### src/rtl/fpu_fclass_vecgen_pkg.sv
// Shared constants for the fclass vector generator: class bit indices and
// default half-precision field geometry.
package fpu_fclass_vecgen_pkg;

   localparam int FCLASS_STD = 15;
   localparam int FCLASS_MAN = 9;
   localparam int EXP_W      = FCLASS_STD - FCLASS_MAN - 1;
   localparam int MAN_W      = FCLASS_MAN + 1;
   localparam logic [EXP_W-1:0] EXP_ONES = '1;

   localparam int NUM_CLS = 10;

   localparam logic [3:0] CLS_NEG_INF  = 4'd0;
   localparam logic [3:0] CLS_NEG_NORM = 4'd1;
   localparam logic [3:0] CLS_NEG_SUB  = 4'd2;
   localparam logic [3:0] CLS_NEG_ZERO = 4'd3;
   localparam logic [3:0] CLS_POS_ZERO = 4'd4;
   localparam logic [3:0] CLS_POS_SUB  = 4'd5;
   localparam logic [3:0] CLS_POS_NORM = 4'd6;
   localparam logic [3:0] CLS_POS_INF  = 4'd7;
   localparam logic [3:0] CLS_SNAN     = 4'd8;
   localparam logic [3:0] CLS_QNAN     = 4'd9;

   typedef logic [NUM_CLS-1:0] cls_mask_t;

endpackage

### src/rtl/fpu_class_value.sv
// Combinational map from a class index and a seed to an operand that
// classifies back to that class.
module fpu_class_value
   import fpu_fclass_vecgen_pkg::*;
#(
   parameter int Std = EXP_W + MAN_W,
   parameter int Man = MAN_W - 1
) (
   input  logic [3:0]   cls,
   input  logic [Std:0] seed,
   output logic [Std:0] operand
);

   localparam int ExpW  = Std - Man - 1;
   localparam int MantW = Man + 1;

   logic [ExpW-1:0]  s_exp;
   logic [ExpW-1:0]  exp_max;
   logic [ExpW-1:0]  norm_exp;
   logic [Man:0]     s_man;
   logic [Man:0]     sub_man;
   logic [Man:0]     snan_man;
   logic             sign;
   logic [ExpW-1:0]  e;
   logic [Man:0]     m;
   logic             unused_seed_sign;

   assign s_exp            = seed[Std-1:Man+1];
   assign s_man            = seed[Man:0];
   assign exp_max          = '1;
   assign unused_seed_sign = seed[Std];

   // Seed fields are nudged off the values that would change the class.
   assign norm_exp = (s_exp == '0)     ? ExpW'(1)
                   : (s_exp == exp_max) ? exp_max - ExpW'(1)
                   :                      s_exp;
   assign sub_man  = (s_man == '0) ? MantW'(1) : s_man;
   assign snan_man = {1'b0, (s_man[Man-1:0] == '0) ? Man'(1) : s_man[Man-1:0]};

   // NOTE: every output of an always_comb gets a default first, so no path
   // through the case can leave it unassigned and infer a latch.
   always_comb begin
      sign = 1'b0;
      e    = '0;
      m    = '0;
      case (cls)
         CLS_NEG_INF:  begin sign = 1'b1; e = exp_max; end
         CLS_NEG_NORM: begin sign = 1'b1; e = norm_exp; m = s_man; end
         CLS_NEG_SUB:  begin sign = 1'b1; m = sub_man; end
         CLS_NEG_ZERO: sign = 1'b1;
         CLS_POS_ZERO: sign = 1'b0;
         CLS_POS_SUB:  m = sub_man;
         CLS_POS_NORM: begin e = norm_exp; m = s_man; end
         CLS_POS_INF:  e = exp_max;
         CLS_SNAN:     begin e = exp_max; m = snan_man; end
         CLS_QNAN:     begin e = exp_max; m = {1'b1, {Man{1'b0}}}; end
         default:      ;
      endcase
   end

   assign operand = {sign, e, m};

endmodule

### src/rtl/fpu_fclass_vecgen.sv
// Turns an fclass-format mask into a stream of representative operands,
// one per set class bit, lowest bit first.
module fpu_fclass_vecgen
   import fpu_fclass_vecgen_pkg::*;
#(
   parameter int Std = EXP_W + MAN_W,
   parameter int Man = MAN_W - 1
) (
   input  logic         clk,
   input  logic         rst_l,
   input  logic         flush,
   input  logic         cls_valid,
   output logic         cls_ready,
   input  logic [31:0]  cls_mask,
   input  logic [Std:0] seed,
   output logic         vec_valid,
   input  logic         vec_ready,
   output logic [Std:0] vec_data,
   output logic [3:0]   vec_class,
   output logic         vec_last,
   output logic         empty_err
);

   localparam logic [0:0] ST_IDLE = 1'b0;
   localparam logic [0:0] ST_EMIT = 1'b1;

   logic [0:0]   state;
   cls_mask_t    rem_mask;
   logic [Std:0] seed_q;
   logic         empty_err_q;
   logic [3:0]   low_idx;
   logic         one_left;
   logic         emitting;
   logic [Std:0] cls_value;
   logic         unused_mask_hi;

   assign unused_mask_hi = ^cls_mask[31:NUM_CLS];

   always_comb begin
      low_idx = '0;
      for (int i = NUM_CLS - 1; i >= 0; i--) begin
         if (rem_mask[i]) low_idx = 4'(i);
      end
   end

   assign one_left = (rem_mask != '0) && ((rem_mask & (rem_mask - cls_mask_t'(1))) == '0);
   assign emitting = (state == ST_EMIT);

   fpu_class_value #(
      .Std (Std),
      .Man (Man)
   ) u_value (
      .cls     (low_idx),
      .seed    (seed_q),
      .operand (cls_value)
   );

   // NOTE: state registers use non-blocking assignments so every flop in the
   // block samples pre-edge values regardless of statement order.
   always_ff @(posedge clk or negedge rst_l) begin
      if (!rst_l) begin
         state       <= ST_IDLE;
         rem_mask    <= '0;
         seed_q      <= '0;
         empty_err_q <= 1'b0;
      end else if (flush) begin
         state       <= ST_IDLE;
         rem_mask    <= '0;
         empty_err_q <= 1'b0;
      end else begin
         empty_err_q <= 1'b0;
         case (state)
            ST_IDLE: begin
               if (cls_valid) begin
                  if (cls_mask[NUM_CLS-1:0] != '0) begin
                     rem_mask <= cls_mask[NUM_CLS-1:0];
                     seed_q   <= seed;
                     state    <= ST_EMIT;
                  end else begin
                     empty_err_q <= 1'b1;
                  end
               end
            end
            ST_EMIT: begin
               if (vec_ready) begin
                  rem_mask <= rem_mask & (rem_mask - cls_mask_t'(1));
                  if (one_left) state <= ST_IDLE;
               end
            end
            default: state <= ST_IDLE;
         endcase
      end
   end

   // Outputs are gated by the registered state so they read zero while idle.
   assign cls_ready = (state == ST_IDLE);
   assign vec_valid = emitting;
   assign vec_class = emitting ? low_idx : 4'd0;
   assign vec_last  = emitting & one_left;
   assign vec_data  = emitting ? cls_value : '0;
   assign empty_err = empty_err_q;

endmodule

### config.mk
export PLATFORM = sky130hd
export DESIGN_NAME = fpu_fclass_vecgen
export DESIGN_NICKNAME = d
export VERILOG_FILES = /design/src/rtl/fpu_fclass_vecgen_pkg.sv /design/src/rtl/fpu_class_value.sv /design/src/rtl/fpu_fclass_vecgen.sv
export SDC_FILE = /design/constraint.sdc
export NUM_CORES = 1
export LEC_CHECK = 0
export CAP_MARGIN = 20
export CORE_ASPECT_RATIO = 1.5
export CORE_UTILIZATION = 41
export CTS_CLUSTER_DIAMETER = 50
export DETAILED_ROUTE_END_ITERATION = 6
export HOLD_SLACK_MARGIN = 0.08
export MAX_ROUTING_LAYER = met4
export PLACE_DENSITY = 0.77
export SYNTH_ARGS = -nofsm -noshare
export SYNTH_HDL_FRONTEND = slang
export SYNTH_SLANG_ARGS = --single-unit
### constraint.sdc
create_clock -name clk -period 3.57 [get_ports clk]
set_input_delay 0.714 -clock clk [delete_from_list [all_inputs] [get_ports clk]]
set_output_delay 0.714 -clock clk [all_outputs]
set_load 0.005 [all_outputs]
== Yosys cells after proc, flatten, opt, wreduce, memory -nomap -nowiden ==
Index checks and enable logic that the tools add are counted.

* Output and inout bits: 24
* Register bits after elaboration: 27
* Input bits: 53
* Word-level logic and storage cells: 69

* Reduce and logical (&&, ||, !) cells: 14
* Muxes and demuxes: 34
* $add $sub $neg: 1
* Bitwise gates (word level): 4
* Eq/ne operators: 12

{| class="wikitable"
|+ Operators with widths
! operator !! count
|-
| 10-bit two-way mux || 5
|-
| 4-bit two-way mux || 11
|-
| 10-bit one-hot mux with 4 select lines || 1
|-
| 10-bit logical NOT || 2
|-
| 10-bit one-hot mux with 2 select lines || 1
|-
| 10-bit nonzero test || 2
|-
| 16-bit two-way mux || 1
|-
| 4-bit by 3-bit equality test with 1-bit output (second input constant) || 3
|-
| 10-bit AND || 1
|-
| 1-bit two-way mux || 10
|-
| 5-bit two-way mux || 2
|-
| 5-bit one-hot mux with 2 select lines || 1
|-
| 10-bit by 1-bit subtractor with 10-bit output (second input constant) || 1
|-
| 9-bit logical NOT || 1
|-
| 9-bit two-way mux || 1
|-
| 4-bit by 2-bit equality test with 1-bit output (second input constant) || 2
|-
| 4-bit equality test (second input constant) || 2
|-
| 4-bit OR reduction || 2
|-
| 3-bit inequality test (second input constant) || 2
|-
| 5-bit equality test (second input constant) || 1
|-
| 5-bit logical NOT || 1
|-
| 4-bit by 1-bit equality test with 1-bit output (second input constant) || 1
|-
| 4-bit logical NOT || 1
|-
| 4-bit AND reduction || 1
|-
| 7 further kinds || 9
|}

== Longest topological paths before layout ==
* Word-level depth: 14
* Mapped depth: 7

== Hierarchy ==
Synthesis repeated with hierarchy kept, for this count alone.

* Cell total of the unflattened synthesis: 210
* Area total of the unflattened synthesis: 2,037.0 um^2

{| class="wikitable"
|+ Modules (own cells, without submodules)
! module !! area an instance (um^2) !! times used !! cells an instance !! seq. area each (um^2)
|-
| fpu_fclass_vecgen || 1,622.8 || 1 || 145 || 700.7
|-
| fpu_class_value || 414.1 || 1 || 65 || 0.0
|}

== Worst setup path after synthesis ==
Ideal clock, no wire load.

* Path kind: register -> output
* From: register rem_mask[2]
* To: output vec_data[0]
* Buffers on the path: 1
* Stages on the path, launching flop included: 7
* Arrival: 1.683 ns
* Path slack: 1.173 ns
* Cells stage by stage: dfrtp_1 -> buf_6 -> nor4_4 -> and2_4 -> o21ai_2 -> a211oi_2 -> a21boi_2

* Longest elaborated chain between the ends: 7
* Elaborated cells on any way between the ends: 13
* Classes of those cells: eq/ne (6); mux (5); reduce/logical (2)

{| class="wikitable"
|+ Ends and longest elaborated chain
! what !! line !! source
|-
| from (decl) || fpu_fclass_vecgen.sv:28 || <nowiki>cls_mask_t rem_mask;</nowiki>
|-
| from (signal assigned) || fpu_fclass_vecgen.sv:76 || <nowiki>rem_mask <= cls_mask[NUM_CLS-1:0];</nowiki>
|-
| from (signal assigned) || fpu_fclass_vecgen.sv:86 || <nowiki>rem_mask <= rem_mask & (rem_mask - cls_mask_t'(1));</nowiki>
|-
| 4-bit two-way mux * (3 in a row) || fpu_fclass_vecgen.sv:42 || <nowiki>if (rem_mask[i]) low_idx = 4'(i);</nowiki>
|-
| 4-bit by 1-bit equality test with 1-bit output, or another cell as far along || fpu_class_value.sv:46 || <nowiki>case (cls)</nowiki>
|-
| 2-bit OR reduction (no source line) || n/a ||
|-
| 10-bit one-hot mux with 4 select lines * || fpu_class_value.sv:46 ||
|-
| 16-bit two-way mux * || fpu_fclass_vecgen.sv:100 || <nowiki>assign vec_data = emitting ? cls_value : '0;</nowiki>
|-
| to (decl) || fpu_fclass_vecgen.sv:18 || <nowiki>output logic [Std:0] vec_data,</nowiki>
|}

Every way passes the cells marked *; elsewhere a longest branch is shown, timed or not.

== Worst setup path in the final report ==
* From: register rem_mask[2]
* To: output vec_data[10]

* Longest elaborated chain between the ends: 7
* Elaborated cells on any way between the ends: 13
* Classes of those cells: eq/ne (5); mux (5); reduce/logical (3)

{| class="wikitable"
|+ Ends and longest elaborated chain
! what !! line
|-
| 4-bit two-way mux * (3 in a row) || fpu_fclass_vecgen.sv:42
|-
| 4-bit by 3-bit equality test with 1-bit output, or another cell as far along || fpu_class_value.sv:46
|-
| 4-bit OR reduction (no source line) / 2-bit OR reduction (equally long branches) || n/a
|-
| 5-bit one-hot mux with 2 select lines * || fpu_class_value.sv:46
|-
| 16-bit two-way mux * || fpu_fclass_vecgen.sv:100
|}

Marked as above.

==> reports/qor.yml <==
drt:
  avgRoutedWirePerCell_um: 15.6
  drt_iter0_markers: 63
  firstDrtPassIters: 4
  ant_nets: 0
  vias: 1749
  viasPerCell: 5.85
  drt_wl_total_um: 4670
  drc: 0
setup_path:
  path_cells: "nor4_4 -> buf_4 -> nand3_2 -> o32ai_4 -> o211ai_1 -> a21oi_1 -> clkdlybuf4s50_1"
  worstPathRequired_ns: 2.86
  cp_slowest_stage_delay_ns: 0.51
  crit_arrival_ns: 2.67
  startpoint_type: "flop"
  path_class: "reg -> out"
  crit_fanout: 8
  end_kind: "output port"
  crit_path_top_delay_cell: "dfrtp_1"
die:
  fp.dieW_um: 56.1
  num_io_pins: 77
  rows: 29
  fp.dieH_um: 83.1
  core_mm2: 0.00421
  initial_core_util: 0.427
  die_area_mm2: 0.00466
timing:
  worst_pin_slew_ns: 0.695
  fin_tns_setup_ns: 0
  post-route-min-period_ns: 3.39
  max_freq_mhz: 295
  drv_slew: 0
  grt_setup_unrepaired: "false"
  timing.final.hold_violations: 0
  setup_viol: 0
  maxSlewHeadroom: 0.535
  fin_skew_ns: 0.00295
  whs_ns: 0.525
  finalCritPeriodShare: 0.949
synth:
  synth_top_cell_area_share: 0.376
  synth_edf_count: 0
  seq_area_frac_synth: 0.376
  synth_area_mm2: 0.00180
  yosysUniqueCellTypes: 48
  synth-seq-cells: 27
  syn-num-nets: 254
  syn_inst: 201
  syn_area_per_cell_um2: 8.95
  synth_area_leaders: "dfrtp_1 38%, mux2_2 9.4%, nor2_1 5.8%, nand2_1 5.0%, o21ai_0 3.3%"
  async_flop_share: 1.00
  yosys.area.top_type: "dfrtp_1"
  synth_warnings: 0
  yosys_most_used_dff: "dfrtp_1"
run:
  maxCapViolCount: 0
clocking:
  cts_buffer_depth: 2
  clock_latency_ns: 0.27
  clock-sinks: 27
  cts_hold_buf: 0
  cts_tree: "done"
  cts_buffers: 3
  ctsHtreeMaxLevel: 1
  cts_root_buffer: "clkbuf_8"
  clk_pin_slew_worst_paths_ns: 0.08
global_route:
  use_met1: 0.236
  grt_pass1_vias: 1698
  globalRouteMet2Util: 0.383
  top_usage_layer: "met2"
  grt_first_pass_wirelength_um: 7820
  antenna_found_initial: 0
  grtUsageTotal: 0.214
  grtUsageMet3: 0.0140
  grt_max_degree: 28
  grt_overflow: 0
worst_hold_path:
  holdCritPathClass: "reg -> reg"
power_and_ir_drop:
  ir_drop_mv: 0.266
  power.total_uw: 948
  power_density_mw_per_mm2: 390
  leakage_nw: 0.973
place:
  place_hpwl_um: 3550
  portBuffers: 53
  gp_congestion: 0.970
  placed_area_mm2: 0.00237
layout:
  fin_nets: 307
  n_antenna_cell: 0
  final_area_mm2: 0.00243
  multi_input_comb_area_mm2: 0.00106
  area_delta_synth_final_pct: 35.2
  fill_cells: 387
  drive_gt1_frac: 0.162
  seq_area_um2: 676
  post-route-util: 0.578
run_status:
  status: "finished clean"
-- stage by stage --
stage,cells,setup WS [ns]
6_report,299,0.183
5_1_grt,299,0.0571
4_1_cts,298,0.0848
3_5_place_dp,294,0.422
3_3_place_gp,294,0.415
2_1_floorplan,201,1.17
-- cells in the final DEF, fill, tap and decap left out, drive strengths merged --
master	instances
clkdlybuf4s50	53
nor2	29
dfrtp	27
nand2	24
mux2	15
o21ai	14
a21oi	10
and3	6
inv	6
nor4	6
nor3	5
a22o	5
buf	5
nand2b	5
a31oi	4
a221oi	4
nand3	4
clkbuf	4
o31ai	3
a211oi	3
o211ai	2
o211a	2
o22ai	2
o32ai	2
and2	2
a2111o	1
clkinv	1
o21a	1
a21o	1
or4	1
a21boi	1
or2	1
xnor2	1
mux2i	1
nor2b	1
a32o	1
-- critical path, delay by kind of cell (launching register included) --
| family | cells | cell delay, ns |
|---|---|---|
| compound gates | 3 | 0.73 |
| flops | 1 | 0.51 |
| buf+inv | 2 | 0.70 |
| simple gates | 2 | 0.46 |
-- flip-flops by register name (all words and copies together) (netlist names) --
name and cells:
rem_mask 10, seed_q 15, vec_valid 1, empty_err 1
-- cells by family (layout without fill, tap and decap cells) --
logic type	Yosys count	after routing	synth area share
AO/OA/AOI/OAI	56	56	0.243
multiplexers	16	16	0.0994
XOR/XNOR	1	1	0.00487
flip-flops	27	27	0.376
AND/OR/NAND/NOR	84	84	0.234
buffers and inverters	17	69	0.0431
-- power breakdown --
part	switching (mW)	total [mW]	internal, mW	leakage (nW)
clock	0.0894	0.169	0.0798	0.0228
combinational	0.173	0.370	0.197	0.612
sequential	0.0575	0.409	0.351	0.337
total	0.320	0.948	0.628	0.973
-- routing by layer --
metal	up-vias	wire length [µm]
met4	0	137
met3	8	162
li1	838	-
met1	846	1840
met2	57	2530
met5	-	0
-- area by class of cell --
cell class,instances,share of cell area
multi-input combinational,157,0.436
sequential,27,0.278
timing repair buffer,58,0.234
tap,46,0.0237
clock buffer,4,0.0185
inverter,7,0.0108
-- synthesized netlist by cell type (4+ instances only) --
cell	n
buf_2	5
nand2_1	24
nor4_1	4
dfrtp_1	27
nand2b_1	4
a21oi_1	10
a31oi_1	4
inv_1	5
o21ai_0	12
a22o_1	5
mux2_2	15
nor2_1	28
nor3_1	5
and3_1	6
-- repair_timing --
action                     CTS  global route
buffers inserted             0             1
resized for setup            0             2
setup endpoints to repair    0             9
-- worst paths after layout --
kind / slack (ns) / start / cells after the start / end
min: 0.53 / seed_q[9] / 1 / seed_q[9]
min reg2reg: 0.53 / seed_q[9] / 1 / seed_q[9]
max in group asynchronous: 2.50 / rst_l / 2 / rem_mask[4]
min in group asynchronous: 0.81 / rst_l / 2 / empty_err
max reg2reg: 1.39 / vec_valid / 6 / seed_q[13]
max: 0.18 / rem_mask[2] / 7 / vec_data[10]
No activity file was read; power rests on OpenSTA's default activity.
